**config.mk**
```make
export PLATFORM = sky130hd
export DESIGN_NAME = spi_txn_arbiter
export DESIGN_NICKNAME = d
export VERILOG_FILES = /design/src/rtl/spi_txn_arbiter.sv
export SDC_FILE = /design/constraint.sdc
export NUM_CORES = 1
export LEC_CHECK = 0
export ABC_CLOCK_PERIOD_IN_PS = 3130
export CAP_MARGIN = 20
export CORE_ASPECT_RATIO = 2
export CORE_MARGIN = 2
export CORE_UTILIZATION = 51
export DETAILED_ROUTE_END_ITERATION = 12
export PLACE_DENSITY = 0.9
export SETUP_SLACK_MARGIN = 0.1
export SYNTH_ARGS = -nofsm -noshare
export SYNTH_HDL_FRONTEND = slang
export SYNTH_SLANG_ARGS = --single-unit
```
**constraint.sdc**
```tcl
create_clock -name clk -period 3.13 [get_ports clk]
set_clock_uncertainty 0.2 [all_clocks]
set_input_delay 0.4695 -clock clk [delete_from_list [all_inputs] [get_ports clk]]
set_output_delay 0.4695 -clock clk [all_outputs]
set_load 0.05 [all_outputs]
```
**src/rtl/spi_txn_arbiter.sv**
```systemverilog
// Round-robin owner of one SPI master: applies the winner's mode word,
// runs its burst, moves TX/RX words and selects its slave.
module spi_txn_arbiter #(
    parameter int NumReq     = 4,
    parameter int WordLen    = 8,
    parameter int LenW       = 4,
    parameter int SetupCyc   = 2,
    parameter int GapCyc     = 4,
    parameter int TimeoutCyc = 4096
) (
    input  logic                        clk,
    input  logic                        reset,
    input  logic [NumReq-1:0]           Req,
    input  logic [NumReq*LenW-1:0]      ReqWords,
    input  logic [NumReq*4-1:0]         ReqCfg,
    input  logic [NumReq*WordLen-1:0]   ReqTxData,
    output logic [NumReq-1:0]           Grant,
    output logic                        TxPop,
    output logic                        RxValid,
    output logic [WordLen-1:0]          RxData,
    output logic                        Done,
    output logic                        Error,
    output logic [NumReq-1:0]           SlaveSel_n,
    output logic                        SPIGo,
    output logic                        CPOL,
    output logic                        CPHA,
    output logic                        SPIMode,
    output logic                        Endianess,
    output logic [WordLen-1:0]          SendData,
    input  logic                        SS,
    input  logic                        TxBusy,
    input  logic                        RxBusy,
    input  logic                        WordFlg,
    input  logic [WordLen-1:0]          ReceivedData
);

    localparam int PtrW = (NumReq > 1) ? $clog2(NumReq) : 1;
    localparam int SetW = $clog2(SetupCyc + 1);
    localparam int GapW = $clog2(GapCyc + 1);
    localparam int ToW  = $clog2(TimeoutCyc + 1);

    typedef enum logic [2:0] {
        IDLE, ARB, SETUP, RUN, DRAIN, GAP
    } state_t;

    state_t state, nextState;

    logic [PtrW-1:0] ptr, gIdx, winner, cand;
    logic            found;
    logic [LenW-1:0] wordsM1, wordCnt;
    logic [SetW-1:0] setupCnt;
    logic [GapW-1:0] gapCnt;
    logic [ToW-1:0]  toCnt;
    logic            rxPend, reloadPend;
    logic            wordHit, lastWord, toHit;
    logic            drainOk, setupDone, gapDone;

    assign wordHit   = (state == RUN) && WordFlg;
    assign lastWord  = wordHit && (wordCnt == wordsM1);
    assign toHit     = ((state == RUN) || (state == DRAIN)) && !wordHit
                       && (toCnt == ToW'(TimeoutCyc - 1));
    assign drainOk   = (state == DRAIN) && !TxBusy && !RxBusy && !rxPend;
    assign setupDone = (state == SETUP) && (setupCnt == SetW'(SetupCyc - 1));
    assign gapDone   = (state == GAP) && (gapCnt == GapW'(GapCyc - 1));

    assign SPIGo      = (state == RUN);
    assign SlaveSel_n = ~(Grant & {NumReq{~SS}});

    // First requester at or after the pointer, wrapping.
    always_comb begin
        found  = 1'b0;
        winner = '0;
        cand   = '0;
        for (int k = 0; k < NumReq; k++) begin
            if (int'(ptr) + k >= NumReq)
                cand = PtrW'(int'(ptr) + k - NumReq);
            else
                cand = PtrW'(int'(ptr) + k);
            if (!found && Req[cand]) begin
                found  = 1'b1;
                winner = cand;
            end
        end
    end

    always_comb begin
        nextState = state;
        unique case (state)
            IDLE:    if (|Req) nextState = ARB;
            ARB:     nextState = found ? SETUP : IDLE;
            SETUP:   if (setupDone) nextState = RUN;
            RUN: begin
                if (toHit)         nextState = GAP;
                else if (lastWord) nextState = DRAIN;
            end
            DRAIN:   if (toHit || drainOk) nextState = GAP;
            GAP:     if (gapDone) nextState = IDLE;
            default: nextState = IDLE;
        endcase
    end

    always_ff @(posedge clk or posedge reset) begin
        if (reset) state <= IDLE;
        else       state <= nextState;
    end

    always_ff @(posedge clk or posedge reset) begin
        if (reset) begin
            Grant      <= '0;
            ptr        <= '0;
            gIdx       <= '0;
            wordsM1    <= '0;
            wordCnt    <= '0;
            setupCnt   <= '0;
            gapCnt     <= '0;
            toCnt      <= '0;
            CPOL       <= 1'b0;
            CPHA       <= 1'b0;
            SPIMode    <= 1'b0;
            Endianess  <= 1'b0;
            SendData   <= '0;
            RxData     <= '0;
            TxPop      <= 1'b0;
            RxValid    <= 1'b0;
            Done       <= 1'b0;
            Error      <= 1'b0;
            rxPend     <= 1'b0;
            reloadPend <= 1'b0;
        end else begin
            TxPop      <= wordHit && !lastWord;
            reloadPend <= TxPop;
            rxPend     <= wordHit;
            RxValid    <= rxPend && !toHit;
            Done       <= drainOk || toHit;
            Error      <= toHit;
            // Master's RX register settles one clk after WordFlg.
            if (rxPend && !toHit)
                RxData <= ReceivedData;
            // Requester advanced its word on the TxPop edge.
            if (reloadPend)
                SendData <= ReqTxData[int'(gIdx)*WordLen +: WordLen];
            if (state != SETUP) setupCnt <= '0;
            if (state != GAP)   gapCnt   <= '0;
            unique case (state)
                IDLE: ;
                ARB: begin
                    if (found) begin
                        Grant         <= '0;
                        Grant[winner] <= 1'b1;
                        gIdx          <= winner;
                        ptr           <= (winner == PtrW'(NumReq - 1))
                                         ? '0 : winner + 1'b1;
                        wordsM1       <= ReqWords[int'(winner)*LenW +: LenW];
                        wordCnt       <= '0;
                        {CPOL, CPHA, SPIMode, Endianess}
                                      <= ReqCfg[int'(winner)*4 +: 4];
                        SendData      <= ReqTxData[int'(winner)*WordLen +: WordLen];
                    end
                end
                SETUP: begin
                    setupCnt <= setupCnt + 1'b1;
                    if (setupDone) toCnt <= '0;
                end
                RUN: begin
                    toCnt <= wordHit ? '0 : toCnt + 1'b1;
                    if (wordHit) wordCnt <= wordCnt + 1'b1;
                end
                DRAIN: toCnt <= toCnt + 1'b1;
                GAP: begin
                    Grant  <= '0;
                    gapCnt <= gapCnt + 1'b1;
                end
                default: ;
            endcase
        end
    end

endmodule

```
-- Yosys cells after proc, flatten, opt, wreduce, memory -nomap -nowiden
Cells that the tools add are included.
- register bits after elaboration: 63
- output and inout port bits: 33
- bits of input ports: 82
- word-level logic and storage cells: 153
- reduce and logical (&&, ||, !) cells: 38
- $lt $le $gt $ge: 10
- equal/unequal tests: 19
- bitwise operators: 3
- add/subtract/negate cells: 12
- mux-type cells: 46
- shift-type cells: 4
- operators with widths (kind ; count):
    $shiftx A32 B6 Y8 ; 2
    $pmux W13 S3 ; 1
    $shiftx A16 B5 Y4 ; 2
    $mux W13 ; 2
    $mux W2 ; 12
    $mux W3 ; 8
    $mux W8 ; 3
    $pmux W3 S6 ; 1
    $pmux W4 S2 ; 2
    $logic_and A1 B1 Y1 ; 15
    $lt A2 B3 Y1 const B ; 5
    $add A13 B1 Y13 const B ; 1
    $eq A13 B12 Y1 const B ; 1
    $mux W4 ; 3
    $eq A3 B2 Y1 const B ; 3
    $ge A3 B3 Y1 const B ; 3
    $logic_not A1 Y1 ; 9
    $mux W1 ; 9
    $bmux W1 S2 ; 4
    $ne A2 B2 Y1 const B ; 4
    $reduce_bool A2 Y1 ; 4
    $sub A2 B1 Y2 const B ; 4
    $add A2 B2 Y3 const B ; 2
    $eq A3 B3 Y1 const B ; 2
    25 further kinds ; 30

-- Logic depth before layout (Yosys ltp)
- depth in word-level cells: 20
- mapped depth: 8
- depth with buffers taken out: 7

-- Least setup slack after synthesis
No wires, ideal clock.
- path kind: input port to flip-flop
- start: input Req[3]
- end: register Endianess
- path buffers: 3
- setup time: 126 ps
- setup slack: 1030 ps
- data required time: 2804 ps
- data arrival time: 1774 ps
- cell stages on the path: 6
- cell sequence: buf_2 > nor4_4 > or4_1 > buf_2 > buf_2 > a221o_1
- word-level cells in the longest chain between the ends: 13
- elaborated cells on any way between the ends: 24
- those cells by class: shift (1); mux (16); reduce/logical (7)
- RTL lines (what ; RTL line ; source):
    start: declaration ; 13 ; input logic [NumReq-1:0] Req,
    $bmux W1 S2 ; 79 ; if (!found && Req[cand]) begin
    $mux W1 (not written as such) ; 79 ;
    $mux W1 ; 79 ;
    $logic_not A1 Y1 ; 79 ;
    $logic_and A1 B1 Y1 ; 79 ;
    $mux W1 ; 79 ;
    $logic_not A1 Y1 ; 79 ;
    $logic_and A1 B1 Y1 ; 79 ;
    $mux W1 ; 79 ;
    $logic_not A1 Y1 ; 79 ;
    $logic_and A1 B1 Y1 ; 79 ;
    $mux W2 or $mux W1 (tied branches) ; 79 ;
    $shiftx A16 B5 Y4 or $reduce_and A2 Y1 (tied branches) ; - ;
    end signal: assignment ; 120 ; Endianess <= 1'b0;
    end: declaration ; 28 ; output logic Endianess,
Several ways; a longest one is shown, not always the timed one. The select of a mux whose other input is x is not followed.
A chain may end at the register's enable or synchronous reset.

-- Worst setup path after layout
- start: register state[2]
- end: output SPIGo
- word-level cells in the longest chain between the ends: 1
- RTL lines (what ; RTL line ; source):
    start: declaration ; 46 ; state_t state, nextState;
    start signal: assignment ; 104 ; else state <= nextState;
    $eq A3 B2 Y1 ; 66 ; assign SPIGo = (state == RUN);
    end: declaration ; 24 ; output logic SPIGo,
No other way between the ends.

==> impl_metrics.csv <==
group,metric,value,unit
critical_path,worstSetupPathDepth,3,
critical_path,cp_slowest_stage_delay,0.81,ns
critical_path,cp.required,2.46,ns
sta,final-hold-violation-count,0,
global_route,antenna_found_initial,0,
sta,final_max_slew_viol_count,0,
critical_path,timing_worst_setup_path_type,"reg2out",
synthesis,ys_ff_latch,63,
cts,clock-sinks,63,
synthesis,synth_compound_area_share,15.3,%
critical_path,critPathSlowestCell,"sky130_fd_sc_hd__clkdlybuf4s50_1",
placement,total_half_perimeter_wirelength_after_legalization_and_detailed_placement,7.61,mm
cts,clock_slew_seen_by_the_registers_of_the_worst_setup_and_hold_paths,0.06,ns
global_route,grt_start_max_net_pins,40,
route,m1WireLength,3.54,mm
final_layout,post-route-cell-area,0.00520,mm2
final_layout,antenna_cells_inserted,0,
final_layout,drive_above_1_share,12.8,%
floorplan,core.rowCount,43,
route,met2RoutedLength,5.95,mm
global_route,gr-usage-all-layers,26.9,%
synthesis,syn-mean-instance-area,10.4,um2
synthesis,ys_top_cells_by_area,"sky130_fd_sc_hd__dfrtp_1, sky130_fd_sc_hd__mux2_2, sky130_fd_sc_hd__mux2i_1",
synthesis,syn_inst,350,
synthesis,yosysMostFrequentCell,"sky130_fd_sc_hd__dfrtp_1",
placement,detailed_place.area,0.00485,mm2
cts,clock-root-buffer,"sky130_fd_sc_hd__clkbuf_16",
route,via_per_inst,5.90,
pwr,power_leakage,2.24,nW
synthesis,synth_area,0.00363,mm2
synthesis,ys_dominant_reg_cell,"sky130_fd_sc_hd__dfrtp_1",
cts,post-cts-setup-buffers,0,
critical_path,family_with_the_most_delay_on_the_worst_path,"buffers and inverters",
placement,placement.io_buffers,114,
route,detailedRoute.firstIterationViolations,198,
synthesis,yosys.area_share.xor_xnor,2.90,%
critical_path,crit_buf_inv,2,
synthesis,sequential_share_of_the_synthesized_area,43.4,%
pwr,power_density,960,mW/mm2
synthesis,synth_simple_gate_area_share,15.3,%
synthesis,largest_family_of_logic_cells_by_synthesized_area,"multiplexers",
synthesis,most_common_library_cells_after_synthesis,"sky130_fd_sc_hd__dfrtp_1, sky130_fd_sc_hd__nor2_1, sky130_fd_sc_hd__nand2_1",
route,firstDrtPassIters,4,
synthesis,synth_largest_area_cell,"sky130_fd_sc_hd__dfrtp_1",
final_layout,nNetsFinal,556,
floorplan,chipHeight,123,um
floorplan,core_area,0.00694,mm2
sta,fin_crit_sh,92.7,%
floorplan,floorplan.die_area,0.00785,mm2
synthesis,yosys_warnings,0,
route,vias,3304,
cts,clk-insertion-delay-late,0.33,ns
sta,totalNegativeSetupSlack,0,ns
route,top_layer_used_by_detailed_routing,"met4",
sta,fmax,0.345,GHz
global_route,grt_pass1_wl,16.4,mm
floorplan,die_x,63.6,um
sta,tightest_slew,0.591,ns
synthesis,post_synth_mux_area_share,16.1,%
cts,ctsLongestPathBuffers,2,
sta,finalHoldWorstSlack,0.198,ns
critical_path,cp.arrival,2.23,ns
synthesis,netlist-cell-type-count,53,
global_route,first_global_vias,3543,
synthesis,syn-num-nets,441,
sta,max_slew_margin,60.6,%
floorplan,top_level_ports,115,
critical_path,timing.reg2reg.worst_path_depth,6,
run_status,status,"finished, final reports clean",
route,drt_drc_violations_left,0,
synthesis,post_synth_fa_ha_maj_area_fraction,3.10,%
route,route.final.wire_length,10.4,mm
final_layout,area_delta_synth_final,43.2,%
floorplan,initial_utilization,52.3,%
min_path,hold-path-cell-count,0,
critical_path,crit_path_start_kind,"flip-flop",
placement,gpl.final_weighted_congestion,0.851,
sta,rsz0062_at_grt,"no",
sta,fin_crit,2.90,ns
sta,setup_viol_count_final,0,
route,met3WireLength,539,um
critical_path,critical_path.cell_chain,"nand3b_1 > inv_1 > clkdlybuf4s50_1",
route,ant_nets,0,
synthesis,yosysTopAreaCellShare,43.4,%
synthesis,synth-edff-count,0,
route,routedWlPerCell,18.5,um
pwr,ir_worst_vdd,0.746,mV
job,cap_viol_max_count,0,
cts,cts_resized,0,
global_route,globalRouteOverflowTotal,0,
cts,cts_buffers,9,
min_path,worst_hold_path_type,"reg2reg",
cts,ctsHoldBuffers,0,
synthesis,synth-async-reset-ratio,100,%
cts,cts_tree,"yes",
critical_path,timing.reg2reg.setup_slack,0.61,ns
cts,cts-htree-levels,3,
critical_path,worstPathMaxFanout,15,
critical_path,cp-end-kind,"primary output",
per-layer routing:
metal | up-vias | GRT usage, %
met2 | 152 | 51.8
met5 | - | 0
met1 | 1604 | 26.8
li1 | 1519 | -
met4 | 0 | 13.2
met3 | 29 | 5.46
through the flow:
stage | util, % | setup slack, ns | power (mW) | instances
floorplan | - | 0.891 | 3.07 | 350
global placement | 69.9 | 0.284 | 3.75 | 544
detailed placement | 69.9 | 0.145 | 3.83 | 544
CTS | 74.9 | 0.222 | 5.01 | 560
global route | 74.9 | 0.139 | 5.25 | 560
finish | 74.9 | 0.230 | 4.99 | 560
area by class of cell:
| cell class | count | area [um2] |
|---|---|---|
| multi-input combinational | 257 | 1910 |
| tap | 90 | 113 |
| timing repair buffer | 119 | 1190 |
| fill | 457 | 1740 |
| inverter | 15 | 56.3 |
| sequential | 63 | 1580 |
| clock inverter | 7 | 121 |
| clock buffer | 9 | 225 |
final timing paths:
check | startpoint | to
setup / recovery | state[2] | SPIGo
hold / removal | TxPop | reloadPend
setup reg to reg | ptr[1] | SendData[7]
hold reg to reg | TxPop | reloadPend
max in group asynchronous | reset | gapCnt[2]
min in group asynchronous | reset | RxData[6]
cell usage in the layout (no fill, tap or decap), drive strengths merged, types with 3 or more instances in the layout:
master / instances
clkdlybuf4s50: 114
dfrtp: 63
nor2: 30
nand2: 30
o21ai: 27
mux2: 19
mux2i: 19
a21oi: 15
inv: 15
nand2b: 9
ha: 9
clkbuf: 9
and3: 8
nand3: 8
mux4: 8
xnor2: 7
a221o: 6
xor2: 5
a211oi: 5
nor3: 5
nand4: 5
buf: 5
nor4: 5
a221oi: 4
o221ai: 4
a22oi: 4
clkinvlp: 3
bufinv: 3
a21o: 3
state kept, by name (all words and copies together), names as in the netlist, 2 cells and up:
register and cells:
wordCnt 4, SendData 8, gapCnt 3, gIdx 2
state 3, setupCnt 2, toCnt 13, RxData 8
Grant 4, wordsM1 4, ptr 2
cells by family after synthesis:
kind of cell / Yosys count
adders and majority gates: 9
and+or+nand+nor: 109
AOI/OAI and AO/OA: 81
muxes: 46
DFF: 63
buffers and inverters: 30
xor gates and xnor gates: 12
where the power goes:
group	internal, mW	leakage, nW	total, mW	switching (mW)
Combinational	1.02	1.28	2.46	1.44
Sequential	1.09	0.808	1.39	0.296
Clock	0.778	0.158	1.14	0.365
Total	2.89	2.24	4.99	2.10
(Power assumes the default switching activity.)
